==> src/rtl/bioee_sdram_ring_negotiator.sv <==
// Page-command negotiator between NCH per-channel FIFO pairs and sdramctrl.
// Each channel owns a private circular row region in SDRAM. The block keeps
// per-channel write/read pointers and occupancy, and picks one channel at a
// time in round-robin order. Within the picked channel a write beats a read.
// When a ring is full, new writes either stall or overwrite the oldest row,
// depending on OVF_MODE.
//
// Ports:
//   sdram_clk, resetin_n      clock, asynchronous active-low reset
//   wr_enable, rd_enable      global enables for page writes / page reads
//   flush[NCH]                per-channel ring-empty request (pulse or level)
//   in_level, out_level       packed per-channel FIFO counts (LVL_W each)
//   cmd_pagewrite/pageread    command requests to sdramctrl
//   cmd_ack, cmd_done         sdramctrl handshake
//   rowaddr, cmd_ch           row {pad, channel, ring ptr} and served channel
//   busy                      high when not idle
//   fill_trigger[NCH]         registered (occupancy > TRIG_ROWS)
//   overflow[NCH]             sticky: write refused or oldest row overwritten
//   timeout_fault             sticky: command watchdog expired
module bioee_sdram_ring_negotiator #(
  parameter int CH_W      = 1,
  parameter int ROW_W     = 15,
  parameter int RING_BITS = 12,
  parameter int LVL_W     = 11,
  parameter int WR_THRESH = 512,
  parameter int RD_LIMIT  = 1024,
  parameter int TRIG_ROWS = 32,
  parameter int OVF_MODE  = 0,
  parameter int TIMEOUT   = 4095,
  localparam int NCH      = 1 << CH_W
) (
  input  logic                   sdram_clk,
  input  logic                   resetin_n,
  input  logic                   wr_enable,
  input  logic                   rd_enable,
  input  logic [NCH-1:0]         flush,
  input  logic [NCH*LVL_W-1:0]   in_level,
  input  logic [NCH*LVL_W-1:0]   out_level,
  output logic                   cmd_pagewrite,
  output logic                   cmd_pageread,
  input  logic                   cmd_ack,
  input  logic                   cmd_done,
  output logic [ROW_W-1:0]       rowaddr,
  output logic [CH_W-1:0]        cmd_ch,
  output logic                   busy,
  output logic [NCH-1:0]         fill_trigger,
  output logic [NCH-1:0]         overflow,
  output logic                   timeout_fault
);

  localparam int WD_W = $clog2(TIMEOUT + 1);
  localparam logic [RING_BITS:0] OCC_FULL = {1'b1, {RING_BITS{1'b0}}};

  typedef enum logic [1:0] {S_IDLE, S_WACK, S_RACK, S_BUSY} state_t;

  state_t                 state_q, state_d;
  logic [RING_BITS-1:0]   wptr_q [NCH];
  logic [RING_BITS-1:0]   wptr_d [NCH];
  logic [RING_BITS-1:0]   rptr_q [NCH];
  logic [RING_BITS-1:0]   rptr_d [NCH];
  logic [RING_BITS:0]     occ_q  [NCH];
  logic [RING_BITS:0]     occ_d  [NCH];
  logic [CH_W-1:0]        rr_q, rr_d;
  logic [CH_W-1:0]        cmd_ch_q, cmd_ch_d;
  logic [ROW_W-1:0]       rowaddr_q, rowaddr_d;
  logic [NCH-1:0]         fill_q, fill_d;
  logic [NCH-1:0]         ovf_q, ovf_d;
  logic [NCH-1:0]         pend_q, pend_d;
  logic                   tmo_q, tmo_d;
  logic [WD_W-1:0]        wdog_q, wdog_d;

  logic [NCH-1:0]         wr_want, wreq, rreq, ring_full;
  logic                   found, pick_wr;
  logic [CH_W-1:0]        pick, idx;

  // Per-channel request qualification and fill trigger source.
  always_comb begin
    wr_want   = '0;
    wreq      = '0;
    rreq      = '0;
    ring_full = '0;
    fill_d    = '0;
    for (int c = 0; c < NCH; c++) begin
      ring_full[c] = (occ_q[c] == OCC_FULL);
      wr_want[c]   = wr_enable &&
                     (32'(in_level[c*LVL_W +: LVL_W]) >= 32'(WR_THRESH));
      wreq[c]      = wr_want[c] && (!ring_full[c] || OVF_MODE == 1);
      rreq[c]      = rd_enable && (occ_q[c] != '0) &&
                     (32'(out_level[c*LVL_W +: LVL_W]) <= 32'(RD_LIMIT));
      fill_d[c]    = 32'(occ_q[c]) > 32'(TRIG_ROWS);
    end
  end

  // Round-robin scan starting at rr; NCH is a power of two so the CH_W-bit
  // sum wraps modulo NCH on its own.
  always_comb begin
    found   = 1'b0;
    pick    = rr_q;
    pick_wr = 1'b0;
    idx     = rr_q;
    for (int i = 0; i < NCH; i++) begin
      idx = rr_q + CH_W'(i);
      if (!found && (wreq[idx] || rreq[idx])) begin
        found   = 1'b1;
        pick    = idx;
        pick_wr = wreq[idx];
      end
    end
  end

  always_comb begin
    state_d   = state_q;
    wptr_d    = wptr_q;
    rptr_d    = rptr_q;
    occ_d     = occ_q;
    rr_d      = rr_q;
    cmd_ch_d  = cmd_ch_q;
    rowaddr_d = rowaddr_q;
    ovf_d     = ovf_q;
    pend_d    = pend_q | flush;
    tmo_d     = tmo_q;
    wdog_d    = wdog_q;
    case (state_q)
      S_IDLE: begin
        for (int c = 0; c < NCH; c++) begin
          if (OVF_MODE == 0 && wr_want[c] && ring_full[c]) ovf_d[c] = 1'b1;
        end
        if (|pend_q) begin
          // Flush cycle: no command issued. Clear only what was applied; a
          // level flush re-latches and lets arbitration run in between.
          for (int c = 0; c < NCH; c++) begin
            if (pend_q[c]) begin
              rptr_d[c] = wptr_q[c];
              occ_d[c]  = '0;
            end
          end
          pend_d = flush & ~pend_q;
        end else if (found) begin
          cmd_ch_d  = pick;
          rowaddr_d = ROW_W'({pick, (pick_wr ? wptr_q[pick] : rptr_q[pick])});
          state_d   = pick_wr ? S_WACK : S_RACK;
          wdog_d    = '0;
        end
      end
      S_WACK, S_RACK: begin
        if (cmd_ack) begin
          if (state_q == S_WACK) begin
            wptr_d[cmd_ch_q] = wptr_q[cmd_ch_q] + 1'b1;
            if (occ_q[cmd_ch_q] == OCC_FULL) begin
              // Overwrite mode: the oldest row is sacrificed.
              rptr_d[cmd_ch_q] = rptr_q[cmd_ch_q] + 1'b1;
              ovf_d[cmd_ch_q]  = 1'b1;
            end else begin
              occ_d[cmd_ch_q]  = occ_q[cmd_ch_q] + 1'b1;
            end
          end else begin
            rptr_d[cmd_ch_q] = rptr_q[cmd_ch_q] + 1'b1;
            occ_d[cmd_ch_q]  = occ_q[cmd_ch_q] - 1'b1;
          end
          rr_d    = cmd_ch_q + 1'b1;
          state_d = S_BUSY;
          wdog_d  = '0;
        end else if (wdog_q == WD_W'(TIMEOUT - 1)) begin
          tmo_d   = 1'b1;
          state_d = S_IDLE;
        end else begin
          wdog_d  = wdog_q + 1'b1;
        end
      end
      S_BUSY: begin
        if (cmd_done) begin
          state_d = S_IDLE;
        end else if (wdog_q == WD_W'(TIMEOUT - 1)) begin
          tmo_d   = 1'b1;
          state_d = S_IDLE;
        end else begin
          wdog_d  = wdog_q + 1'b1;
        end
      end
      default: state_d = S_IDLE;
    endcase
  end

  always_ff @(posedge sdram_clk or negedge resetin_n) begin
    if (!resetin_n) begin
      state_q   <= S_IDLE;
      for (int c = 0; c < NCH; c++) begin
        wptr_q[c] <= '0;
        rptr_q[c] <= '0;
        occ_q[c]  <= '0;
      end
      rr_q      <= '0;
      cmd_ch_q  <= '0;
      rowaddr_q <= '0;
      fill_q    <= '0;
      ovf_q     <= '0;
      pend_q    <= '0;
      tmo_q     <= 1'b0;
      wdog_q    <= '0;
    end else begin
      state_q   <= state_d;
      wptr_q    <= wptr_d;
      rptr_q    <= rptr_d;
      occ_q     <= occ_d;
      rr_q      <= rr_d;
      cmd_ch_q  <= cmd_ch_d;
      rowaddr_q <= rowaddr_d;
      fill_q    <= fill_d;
      ovf_q     <= ovf_d;
      pend_q    <= pend_d;
      tmo_q     <= tmo_d;
      wdog_q    <= wdog_d;
    end
  end

  assign cmd_pagewrite = (state_q == S_WACK);
  assign cmd_pageread  = (state_q == S_RACK);
  assign busy          = (state_q != S_IDLE);
  assign rowaddr       = rowaddr_q;
  assign cmd_ch        = cmd_ch_q;
  assign fill_trigger  = fill_q;
  assign overflow      = ovf_q;
  assign timeout_fault = tmo_q;

endmodule

==> config.mk <==
export PLATFORM = sky130hd
export DESIGN_NAME = bioee_sdram_ring_negotiator
export DESIGN_NICKNAME = d
export VERILOG_FILES = /design/src/rtl/bioee_sdram_ring_negotiator.sv
export SDC_FILE = /design/constraint.sdc
export NUM_CORES = 1
export LEC_CHECK = 0
export CAP_MARGIN = 40
export CELL_PAD_IN_SITES_DETAIL_PLACEMENT = 1
export CELL_PAD_IN_SITES_GLOBAL_PLACEMENT = 1
export CORE_MARGIN = 3
export CORE_UTILIZATION = 47
export CTS_CLUSTER_DIAMETER = 200
export DETAILED_ROUTE_END_ITERATION = 10
export PLACE_DENSITY_LB_ADDON = 0.1
export SYNTH_ARGS = -nofsm -noshare
export SYNTH_HDL_FRONTEND = slang
export SYNTH_SLANG_ARGS = --single-unit
export TNS_END_PERCENT = 1
==> constraint.sdc <==
create_clock -name sdram_clk -period 9.8 [get_ports sdram_clk]
set_input_delay 1.47 -clock sdram_clk [delete_from_list [all_inputs] [get_ports sdram_clk]]
set_output_delay 1.47 -clock sdram_clk [all_outputs]
set_load 0.005 [all_outputs]
Yosys cells after proc, flatten, opt, wreduce, memory -nomap -nowiden
Index checks and enable logic that the tools add are counted.

Mux-type cells: 78. Add/sub/neg operators: 7. Equal/unequal tests: 21. Div/mod/pow operators: 0. Magnitude comparators: 13. Bitwise gates (word level): 7. Shift operators: 0. $mul: 0. Reductions and logical operators: 38.

Operators by type and width (number): $mux 12 (21); $mux 26 (4); $mux 24 (4); $mux 13 (6); $bwmux 26 (2); $pmux 26 s2 (1); $bwmux 24 (2); $pmux 24 s2 (1); $eq 13x13->1 const B (3); $add 12x1->12 const B (3); $pmux 12 s3 (1); $reduce_and 5->1 (6); $gt 13x6->1 const B (2); $reduce_bool 13->1 (2); $ne 2x2->1 const B (12); $ge 11x10->1 const B (2); $le 11x11->1 const B (2); $mux 2 (11); $mux 1 (19); $add 13x1->13 const B (1); $demux 13 s1 (1); $logic_and 1x1->1 (13); $sub 13x1->13 const B (1); $demux 12 s1 (1); other kinds (25) (43).

Input bits: 52. Flip-flop bits (word level): 110. Memories kept: 0. ROM bits: 0. Memory bits (writable): 0. Output and inout bits: 24. Latch bits: 0. Logic and storage cells: 180.

Logic depth before layout (Yosys ltp)
Gate-level depths: netlist (run 1).

Depth in word-level cells: 15. Mapped depth: 15. Gate-level depth less buffers: 10.

Worst setup path after synthesis (run 1)
Ideal clock, no wire load.

Kind: input-to-reg. Start point: in out_level[0]. End point: reg rowaddr_q[10] (netlist: rowaddr[10]). Stages: 8. Data arrival time: 3.468 ns. Buffers on the path: 1. Data required time: 9.675 ns. Path slack: 6.207 ns. Library setup time: 0.125 ns. Cells stage by stage: nor4_2 > a41oi_1 > a41o_1 > and2_4 > maj3_2 > buf_6 > mux4_2 > mux2_2.

Cells in the longest elaborated chain, start to end: 14. Elaborated cells on any way between the ends: 24. Classes of those cells: order compare (1); mux (16); bitwise (1); reduce/logical (6).

RTL lines: start: declaration (RTL line 38) `input logic [NCH*LVL_W-1:0] out_level,`; $le 11x11->1 * (RTL line 89) `(32'(out_level[c*LVL_W +: LVL_W]) <= 32'(RD_LIMIT));`; $logic_and 1x1->1 * (RTL line 88) `rreq[c] = rd_enable && (occ_q[c] != '0) &&`; $mux 1 (implied by the code) (2 in a row) (RTL line 103) `if (!found && (wreq[idx] || rreq[idx])) begin`; $logic_or 1x1->1 (RTL line 103); $mux 1 (RTL line 103); $logic_not 1->1 (RTL line 103); $logic_and 1x1->1 (RTL line 103); $mux 1 (RTL line 103); $not 1->2 (implied by the code) (RTL line 140) `rowaddr_d = ROW_W'({pick, (pick_wr ? wptr_q[pick] : rptr_q[pick])});`; $mux 12 (implied by the code) (3 in a row) (RTL line 140); $mux 12 (RTL line 140); end signal: assignment (RTL line 207) `rowaddr_q <= rowaddr_d;`; end: declaration (RTL line 65) `logic [ROW_W-1:0] rowaddr_q, rowaddr_d;`.

Every way passes the cells marked *; elsewhere a longest branch is shown, timed or not. The select of a mux whose other input is x is not followed. A chain may end at the register's enable or synchronous reset.

Worst setup path after layout (run 1)
Start point: in out_level[5]. End point: reg rowaddr_q[3] (netlist: rowaddr[3]).

Same word-level chain as after synthesis.

==> results of run 1 <==
-- metal layers --
| layer | wire length, um | vias up | track usage [%] |
|---|---|---|---|
| met5 | 0 | - | 0 |
| met4 | 396 | 0 | 8.35 |
| met3 | 1050 | 32 | 4.56 |
| met2 | 10200 | 194 | 45.4 |
| met1 | 8910 | 3079 | 34.1 |
| li1 | - | 2692 | - |
-- cells in the final DEF (no fill, tap or decap), types with 12 or more instances in the layout --
| cell type | n |
|---|---|
| dfrtp_1 | 108 |
| clkdlybuf4s50_1 | 54 |
| o31ai_1 | 15 |
| a22o_1 | 19 |
| a21oi_1 | 27 |
| inv_1 | 23 |
| mux2i_1 | 12 |
| a21o_1 | 14 |
| nor2_1 | 45 |
| nand2_1 | 84 |
| nand3_1 | 33 |
| xor2_1 | 12 |
| nor4_1 | 14 |
| xnor2_1 | 22 |
| mux2_2 | 23 |
| o21ai_0 | 43 |
-- power by group --
group | switching, uW | internal [uW] | total (uW)
Clock | 178 | 183 | 361
Sequential | 148 | 560 | 708
Combinational | 838 | 519 | 1360
-- cell type report --
class                           instances  area share [%]
Multi-Input combinational cell        534            48.3
Sequential cell                       109            35.8
Timing Repair Buffer                   62            8.23
Clock buffer                           11            3.18
Tap cell                              176            2.89
Inverter                               23            1.13
Clock inverter                          5           0.525
-- worst paths after layout --
| kind | startpoint | end | depth (start not counted) |
|---|---|---|---|
| setup / recovery | out_level[5] | rowaddr[3] | 8 |
| hold / removal | overflow[1] | overflow[1] | 1 |
| setup reg to reg | state_q[0] | occ_q[13] | 9 |
| hold reg to reg | overflow[1] | overflow[1] | 1 |
| max in group asynchronous | resetin_n | cmd_ch | 2 |
| min in group asynchronous | resetin_n | occ_q[2] | 1 |
-- kinds of logic after synthesis --
group	after synthesis
flops	109
fa+ha+maj	11
simple gates	261
xor+xnor	34
other cells	1
mux	46
buf+inv	68
compound gates	180
-- per-stage QoR --
step	instances	worst slack [ns]	power, uW	util, %	hold WS [ns]
finish	920	5.79	2430	56.3	0.475
global route	920	5.61	2600	56.3	0.492
CTS	920	5.75	2430	56.3	0.481
detailed placement	904	5.41	2040	54.2	0.464
global placement	902	5.47	1950	53.9	0.445
floorplan	711	6.21	1610	-	0.451
-- sequential cells by signal (all words and copies together), names as in the netlist --
register,count
fill_trigger,2
cmd_ch,1
rowaddr,12
pend_q,2
timeout_fault,1
rr_q,1
occ_q,26
state_q,2
wptr_q,24
wdog_q,12
rptr_q,24
overflow,2
-- worst max-delay path: cells and delay by family --
family                   cells  cell delay (ns)
adder cells (fa/ha/maj)      1             0.52
multiplexers                 2             0.86
AO/OA/AOI/OAI                2             0.48
buffers and inverters        1             0.43
AND/OR/NAND/NOR              2             0.50
==> impl_metrics.ini, run 1 <==
[clocking]
cts.htree.levels = 3
postCtsSetupRepairBufs = 0
cts.clk_slew.worst_paths_ns = 0.07
hold_buffers = 0
ctsResizeCount = 0
clockBufferDepth = 2
cts_tree = yes
cts.sinks = 109
cts_buffers = 9
ctsRootBufferMaster = clkbuf_16
clk_latency_ns = 0.37

[global_routing]
globalRouteOverflowTotal = 0
grt_usage_pct = 26.4
grt_max_degree = 59
grt_first_pass_wirelength_um = 33900
antenna_found_initial = 0
grt_pass1_vias = 6318

[critical_path]
crit_chain = clkdlybuf4s50_1 -> nor4_2 -> a41oi_1 -> a41o_1 -> and2_4 -> maj3_2 -> mux4_1 -> mux2_2
worstPathArrival_ns = 4.27
slowest_stage = mux4_1
worstPathRequired_ns = 10.05
cp-end-kind = register
worst_setup_path_start_kind = primary input
critical_path_class = in -> reg
r2r_slack_ns = 5.87
path_max_fanout = 14
slowest_delay_ns = 0.58

[detailed_routing]
drtPass1Iterations = 5
via_per_inst = 6.52
drt-total-wl_um = 20600
drt_iter0_markers = 464
drc = 0
vias = 5997
wl_per_cell_um = 22.4
ant_nets = 0

[yosys]
synth_top_area_share_pct = 40.7
synth_edf_count = 0
synth_compound_area_share_pct = 18.9
syn_avg_cell_area_um2 = 9.43
yosysMostFrequentCell = dfrtp_1
synth_cell_types = 69
syn_inst = 710
ys_seq_area_share_pct = 40.7
ys_top_cells_by_count = 109 x dfrtp_1, 84 x nand2_1, 45 x nor2_1
muxShareOfSynthArea_pct = 9.59
synth_flop_cell = dfrtp_1
synth_top_family_by_area = simple AND/OR/NAND/NOR gates
synth-simple-area-share_pct = 19.9
netlist_top_cells_area = dfrtp_1 41%, nand2_1 4.7%, mux2_2 3.9%
async_reset_ff_share_pct = 100
synthAdderAreaFrac_pct = 2.04
ys_ff_latch = 109
synth_xor_area_share_pct = 4.45
yosys.area.top_type = dfrtp_1
yosys_warnings = 0
syn-cell-area_um2 = 6700

[final_layout]
nFillCells = 1566
num_antenna_cells = 0
ff_latch_area_um2 = 2730
syn2layout_area_growth_pct = 13.9
fin_nets = 801
fin_area_um2 = 7630
drive_gt1_share_pct = 9.27
multi_input_area_um2 = 3680

[floorplanning]
fp.dieArea_um2 = 15700
num_rows = 42
start_util_pct = 49.4
die_w_um = 125
placeableCoreArea_um2 = 13600
io_pins = 76
fp.dieH_um = 125

[placement]
port_buffers = 55
hpwl_um = 14100
gp_congestion = 0.850
dpl_cell_area_um2 = 7350

[flow_run]
drv_cap = 0

[timing]
setup_viol = 0
hold_viol_final = 0
skew_ns = 0.0119
max_slew_margin_pct = 36.9
setup_tns_ns = 0
period_minus_slack_ns = 4.01
slew_viol_final = 0
rsz0062_at_grt = false
period_share_pct = 40.9
fmax_mhz = 249
worstMarginPinSlew_ns = 0.946

[pwr]
ir_worst_vdd_uv = 165
power_density_nw_per_um2 = 318
p_leak_uw = 0.00328

[status]
outcome = completed

[hold_path]
worst_hold_path_type = reg -> reg
(Power assumes the default switching activity.)
==> run 2: changes to the inputs <==
Settings changed: CORE_UTILIZATION 47 to 40.
Clock period 9.8 ns to 3.4 ns, I/O delays scaled along.
==> impl_metrics.ini, run 2 (synthesized netlist as in run 1, its figures left out) <==
[critical_path]
r2r_slack_ns = 0.30
r2r_end = rowaddr[3]
worst_setup_path_start_kind = register
path_max_fanout = 9
critical_path_class = reg -> reg
critPathLaunch = occ_q[19]
r2r_cells = 8
cp-end-kind = register
timing.rr.start = occ_q[19]
worstPathRequired_ns = 3.65
worstPathArrival_ns = 3.36

[final_layout]
largest_reg_flops = 26
drive_gt1_share_pct = 12.4
final_common_cell = dfrtp_1
fin_area_um2 = 7920
num_antenna_cells = 0
nFillCells = 1832
final_cells = 985
largest_register = occ_q
syn2layout_area_growth_pct = 18.3
fin_nets = 826
final_cell_mix = 108 x dfrtp_1, 84 x nand2_1, 54 x clkdlybuf4s50_1, 45 x nor2_1, 43 x o21ai_0
top_regs = occ_q: 26 flops, rptr_q: 24 flops, wptr_q: 24 flops

[clocking]
ctsResizeCount = 0
cts_buffers = 9
cts.clk_slew.worst_paths_ns = 0.08
clockBufferDepth = 2
clk_latency_ns = 0.37
hold_buffers = 0
cts.sinks = 109
cts_tree = yes
ctsRootBufferMaster = clkbuf_16
postCtsSetupRepairBufs = 0
cts.htree.levels = 3

[timing]
worstMarginPinSlew_ns = 0.685
fmax_mhz = 322
period_minus_slack_ns = 3.10
period_share_pct = 91.3
slew_viol_final = 0
rsz0062_at_grt = false
setup_viol = 0
holdWs_ns = 0.182
max_slew_margin_pct = 54.2
setup_tns_ns = 0
skew_ns = 0.00682
hold_viol_final = 0

[global_routing]
grt_usage_pct = 23.8
antenna_found_initial = 0
grt_max_degree = 51
grt_first_pass_wirelength_um = 34300
globalRouteOverflowTotal = 0
grt_pass1_vias = 6335

[pwr]
combPwrFrac_pct = 56.5
ir_worst_vdd_uv = 441
power_density_nw_per_um2 = 935
power_uw = 7410
p_seq_share_pct = 26.9
p_sw_uw = 3410
internal_power_uw = 4000
p_leak_uw = 0.00343
switching_share_pct = 46.0
power_frac_clock_pct = 16.5

[placement]
hpwl_um = 15000
dpl_cell_area_um2 = 7580
gp_congestion = 0.873
port_buffers = 55
dp.cells = 969

[detailed_routing]
route.met3.wl_um = 813
drt-total-wl_um = 21000
drtPass1Iterations = 4
highest_layer = met4
vias = 5905
wl_met2_um = 10800
wl_per_cell_um = 21.3
drc = 0
wirelength_met1_um = 8970
drt_iter0_markers = 301
via_per_inst = 5.99
ant_nets = 0

[floorplanning]
num_rows = 46
io_pins = 76
fp.dieH_um = 135
placeableCoreArea_um2 = 16100
start_util_pct = 41.5
fp.dieArea_um2 = 18300
die_w_um = 135

[flow_run]
drv_cap = 0

[status]
outcome = completed

[hold_path]
worst_hold_path_type = in -> async
-- run 2: cell count changes in the layout (fill, tap and decap cells not counted), sizes merged --
cell | previous run | this run
buf | 8 | 33
bufinv | 0 | 2
clkbuf | 11 | 10
clkinv | 2 | 0
inv | 26 | 27
-- run 2: layer usage --
layer	vias up	global-route usage, %
li1	2734	-
met1	3004	29.9
met2	133	41.5
met3	34	4.79
met4	0	7.33
met5	-	0
-- run 2: how the worst max path moves through the flow --
stage	depth (start not counted)	to	slack, ns
6_report	8	rowaddr[3]	0.30
5_1_grt	8	rptr_q[10]	0.11
4_1_cts	8	rowaddr[3]	0.30
3_5_place_dp	9	rowaddr[1]	0.008
3_3_place_gp	9	rowaddr[3]	0.17
2_1_floorplan	15	rptr_q[10]	0.02
-- run 2: stage by stage --
step	setup WS, ns	utilization, %
4_1_cts	0.301	49.1
3_3_place_gp	0.173	47.0
3_5_place_dp	0.00845	47.0
6_report	0.295	49.1
5_1_grt	0.109	49.1
2_1_floorplan	0.0196	-
-- run 2: power by group through the flow --
stage,clock [uW],combinational [uW],sequential (uW)
4_1_cts,1260,4210,1990
3_5_place_dp,0,4180,2020
2_1_floorplan,0,2750,1880
5_1_grt,1310,4600,2050
6_report,1220,4190,2000
3_3_place_gp,0,4030,2000
-- run 2: cell type report --
type / instances / area [um2] / area share, %
timing repair buffer: 87 / 813 / 10.3
inverter: 23 / 86.3 / 1.09
clock inverter: 6 / 100 / 1.26
sequential: 109 / 2730 / 34.5
tap: 216 / 270 / 3.41
clock buffer: 10 / 239 / 3.02
multi-input combinational: 534 / 3680 / 46.5
-- run 2: critical path: stages (launching register included) --
cell	delay, ns
dfrtp_1	0.43
or4_1	0.65
nor3_1	0.30
a21o_1	0.21
and2_4	0.17
maj3_2	0.23
buf_12	0.15
mux4_1	0.56
mux2_2	0.27
